===== config.mk =====
export PLATFORM = sky130hd
export DESIGN_NAME = mem_bus_arbiter
export DESIGN_NICKNAME = d
export VERILOG_FILES = /design/src/rtl/mem_bus_arbiter.sv
export SDC_FILE = /design/constraint.sdc
export NUM_CORES = 1
export LEC_CHECK = 0
export CORE_AREA = 2 2 256 258
export CTS_CLUSTER_DIAMETER = 120
export CTS_CLUSTER_SIZE = 40
export DETAILED_ROUTE_END_ITERATION = 8
export DIE_AREA = 0 0 258 260
export PLACE_DENSITY = 0.46
export SLEW_MARGIN = 20
export SYNTH_ARGS = -nofsm -noshare
export SYNTH_HDL_FRONTEND = slang
export SYNTH_SLANG_ARGS = --single-unit

===== constraint.sdc =====
create_clock -name clk -period 2.6 [get_ports clk]
set_clock_uncertainty 0.2 [all_clocks]
set_input_delay 0.52 -clock clk [delete_from_list [all_inputs] [get_ports clk]]
set_output_delay 0.52 -clock clk [all_outputs]
set_load 0.02 [all_outputs]

===== src/rtl/mem_bus_arbiter.sv =====
// Arbitrates a fetch read port and a data read/writeback port onto one memory bus.
// Optional ARB_RR_EN: ties alternate between ports; otherwise the data port always wins.
module mem_bus_arbiter (
  input  logic        clk,
  input  logic        rst,
  input  logic        if_r_ena_in,
  input  logic [63:0] if_raddr_in,
  output logic [63:0] if_rdata_out,
  output logic        if_valid_out,
  input  logic        d_r_ena_in,
  input  logic [63:0] d_raddr_in,
  input  logic        d_w_ena_in,
  input  logic [63:0] d_waddr_in,
  input  logic [63:0] d_wdata_in,
  output logic [63:0] d_rdata_out,
  output logic        d_valid_out,
  output logic        bus_r_ena_out,
  output logic [63:0] bus_raddr_out,
  output logic        bus_w_ena_out,
  output logic [63:0] bus_waddr_out,
  output logic [63:0] bus_wdata_out,
  input  logic        bus_r_valid_in,
  input  logic [63:0] bus_rdata_in,
  input  logic        bus_w_done_in,
  output logic        stall_if_out,
  output logic        stall_d_out
);
  localparam logic [1:0] S_IDLE  = 2'd0;
  localparam logic [1:0] S_WRITE = 2'd1;
  localparam logic [1:0] S_READ  = 2'd2;
  localparam logic [1:0] S_RESP  = 2'd3;

  logic [1:0]  r_state;
  logic        r_own_d, r_rd_pend, r_w_ena, r_r_ena;
  logic [63:0] r_raddr, r_waddr, r_wdata, r_if_rdata, r_d_rdata;
  logic        w_if_req, w_d_req, w_grant_d;

  assign w_if_req = if_r_ena_in;
  assign w_d_req  = d_r_ena_in | d_w_ena_in;

`ifdef ARB_RR_EN
  // Remembers whether the last grant went to fetch; resets to fetch so data wins the first tie.
  logic r_last_if;
  assign w_grant_d = w_d_req & (~w_if_req | r_last_if);

  always_ff @(posedge clk or negedge rst) begin
    if (!rst)                                    r_last_if <= 1'b1;
    else if (r_state == S_IDLE && (w_if_req || w_d_req)) r_last_if <= ~w_grant_d;
  end
`else
  assign w_grant_d = w_d_req;
`endif

  always_ff @(posedge clk or negedge rst) begin
    if (!rst) begin
      r_state    <= S_IDLE;
      r_own_d    <= 1'b0;
      r_rd_pend  <= 1'b0;
      r_w_ena    <= 1'b0;
      r_r_ena    <= 1'b0;
      r_raddr    <= '0;
      r_waddr    <= '0;
      r_wdata    <= '0;
      r_if_rdata <= '0;
      r_d_rdata  <= '0;
    end else begin
      // Command strobes are one-cycle pulses raised only on state entry.
      r_w_ena <= 1'b0;
      r_r_ena <= 1'b0;
      case (r_state)
        S_IDLE: begin
          if (w_if_req || w_d_req) begin
            r_own_d <= w_grant_d;
            if (w_grant_d) begin
              r_raddr   <= d_raddr_in;
              r_waddr   <= d_waddr_in;
              r_wdata   <= d_wdata_in;
              r_rd_pend <= d_r_ena_in;
              if (d_w_ena_in) begin
                r_state <= S_WRITE;
                r_w_ena <= 1'b1;
              end else begin
                r_state <= S_READ;
                r_r_ena <= 1'b1;
              end
            end else begin
              r_raddr   <= if_raddr_in;
              r_waddr   <= '0;
              r_wdata   <= '0;
              r_rd_pend <= 1'b1;
              r_state   <= S_READ;
              r_r_ena   <= 1'b1;
            end
          end
        end
        S_WRITE: begin
          if (bus_w_done_in) begin
            if (r_rd_pend) begin
              r_state <= S_READ;
              r_r_ena <= 1'b1;
            end else begin
              r_state <= S_RESP;
            end
          end
        end
        S_READ: begin
          if (bus_r_valid_in) begin
            if (r_own_d) r_d_rdata  <= bus_rdata_in;
            else         r_if_rdata <= bus_rdata_in;
            r_state <= S_RESP;
          end
        end
        default: r_state <= S_IDLE;
      endcase
    end
  end

  assign bus_w_ena_out = r_w_ena;
  assign bus_r_ena_out = r_r_ena;
  assign bus_waddr_out = (r_state == S_WRITE) ? r_waddr : '0;
  assign bus_wdata_out = (r_state == S_WRITE) ? r_wdata : '0;
  assign bus_raddr_out = (r_state == S_READ)  ? r_raddr : '0;

  assign if_valid_out = (r_state == S_RESP) & ~r_own_d;
  assign d_valid_out  = (r_state == S_RESP) &  r_own_d;
  assign if_rdata_out = r_if_rdata;
  assign d_rdata_out  = r_d_rdata;

  assign stall_if_out = w_if_req & ~if_valid_out;
  assign stall_d_out  = w_d_req  & ~d_valid_out;
endmodule

==> impl_metrics.tcl <==
set metrics [dict create \
    status "complete, but fails checks" \
    violations "negative setup slack" \
    period_share 1.02 \
    p_leak_nw 10.6 \
    syn_avg_cell_area_sq_um 12.9 \
    numCtsBuffers 14 \
    dp.cells 2571 \
    critPathCaptureType "output port" \
    cts.sinks 326 \
    synth-seq-cells 326 \
    crit_required_ns 1.88 \
    hold_viol 0 \
    via_count 11062 \
    r2r-start "r_state[0]" \
    clock_latency_ns 0.54 \
    synth_enable_flop_cells 0 \
    first_iter_violations 469 \
    power_density_nw_per_um2 1180 \
    ys_types 28 \
    gr-usage-all-layers 0.152 \
    rsz0062_at_grt "true" \
    first_pass_iters 5 \
    slew_viol_final 0 \
    synth_nets 1416 \
    port_buffers 652 \
    postRouteAntennaNets 0 \
    syn_inst 1085 \
    grt_overflow 0 \
    route.detailed.vias_per_inst 4.20 \
    ys_warn_count 0 \
    cap_violations 0 \
    wl_per_cell_um 20.8 \
    worst_pin_slew_ns 0.518 \
    fp.dieH_um 260 \
    mostFrequentLayoutCell "clkdlybuf4s50_1" \
    grt_max_degree 69 \
    drive_gt1_frac 0.334 \
    dp_hpwl_um 39800 \
    yosysSeqAreaShare 0.582 \
    place_congestion 0.802 \
    layout_common_cells "clkdlybuf4s50_1, dfrtp_1, buf_6" \
    vdd_drop_max_mv 0.434 \
    crit_start "r_state[0]" \
    slew_headroom 0.655 \
    stdcell_count 2631 \
    core_region_area_sq_um 64100 \
    antenna_found_initial 3 \
    cts_max_level 1 \
    start_util 0.219 \
    start_kind "flop" \
    cts_tree "done" \
    rows 93 \
    clock-root-buffer "clkbuf_16" \
    synth_ff_type "dfrtp_1" \
    hold_class "input port to asynchronous set/reset pin" \
    crit_type "flop to output port" \
    rr_worst_depth 7 \
    syn_to_final_growth_pct 68.2 \
    syn_area_sq_um 14000 \
    wirelength_um 54700 \
    drc 0 \
    die_x_um 258 \
    pin_count 653 \
    dieArea_sq_um 67100 \
    ys_async_sr_fraction 1.00 \
    timing.final.ws_setup_ns -0.0576 \
    crit_fanout 6 \
    grt_pass1_wl_um 77900 \
    setup_viol 93 \
    path_clk_slew_ns 0.15 \
    min_period_ns 2.66 \
    arrival_ns 1.94 \
    grt_pass1_vias 11623 \
    cts_buffer_depth 3 \
    fin_setup_tns_ns -2.49 \
    final_nets 2097 \
    fmax_mhz 376 \
]
## cell usage after synthesis (all sizes together), types with 2 or more instances
master  instances  area [sq um]
nand3           2          10.0
and2          193          1210
nand2          65           244
a21oi           2          10.0
mux2i          64           641
clkbuf         31           116
mux2          130          1690
nand2b          2          12.5
a22o          128          1120
buf            52           319
nor2b           3          18.8
ha              4          50.1
o21ai          65           325
inv             8          30.0
nor2            4          15.0
dfrtp         326          8160
## repair_timing
item | 4_1_cts | 5_1_grt
resized for setup | 897 | 346
hold endpoints to repair | 33 | 0
hold buffers | 1 | 0
endpoints found under the setup margin | 196 | 210
cloned | 7 | 10
setup buffers | 12 | 7
pin swaps | 3 | 4
## path summary, 6_finish.rpt
kind	slack, ns	endpoint
setup / recovery	-0.06	bus_waddr_out[21]
hold / removal	0.28	d_rdata_out[52]
setup reg to reg	0.22	r_state[1]
hold reg to reg	0.30	r_raddr[42]
max in group asynchronous	1.16	r_waddr[50]
min in group clk	0.30	r_raddr[42]
## worst max-delay path, cell delays in order, from the launching register on
cell and delay, ns:
dfrtp_2 0.47, ha_4 0.18, buf_12 0.14, buf_12 0.16, clkbuf_16 0.17, and2_1 0.14, buf_6 0.13
## report_power, final
group	switching [mW]	internal [mW]	leakage, nW
Sequential	1.46	7.55	3.98
Clock	1.95	1.27	0.256
Combinational	7.21	8.47	6.36
Total	10.6	17.3	10.6
## layout make-up
cell class | count | area (sq um)
multi-input combinational | 668 | 5810
tap | 855 | 1070
inverter | 8 | 30.0
fill | 6243 | 40500
clock buffer | 15 | 375
antenna | 2 | 5.00
timing repair buffer | 748 | 7980
sequential | 326 | 8160
clock inverter | 9 | 161
## state kept, by name, summed over array words and instances, names as in the netlist
signal and cells:
r_rd_pend 1, if_rdata_out 64, r_own_d 1, r_raddr 64
r_waddr 64, r_wdata 64, d_rdata_out 64, bus_r_ena_out 1
r_state 2, bus_w_ena_out 1
## stage by stage
step / setup slack, ns / utilization / total power, mW / hold slack, ns / instance area (sq um)
6_report: -0.0576 / 0.368 / 27.9 / 0.278 / 23600
5_1_grt: -0.148 / 0.368 / 29.5 / 0.280 / 23600
4_1_cts: -0.239 / 0.350 / 26.8 / 0.255 / 22400
3_5_place_dp: -0.0572 / 0.343 / 23.1 / 0.263 / 22000
3_3_place_gp: -0.0159 / 0.343 / 23.0 / 0.254 / 22000
2_1_floorplan: 0.494 / - / 16.1 / 0.0244 / 14000
## per-layer routing
metal  part of all wire  global-route usage
met5            0.00024                   0
met4              0.014              0.0286
met3              0.063              0.0344
met2               0.51               0.269
met1               0.42               0.190
## kinds of logic after synthesis
kind of cell,count (synthesis),share of synthesized area
DFF,326,0.582
and+or+nand+nor,271,0.108
buffers and inverters,91,0.0332
adders and majority gates,4,0.00357
AOI/OAI and AO/OA,199,0.107
muxes,194,0.166
(Power assumes the default switching activity.)
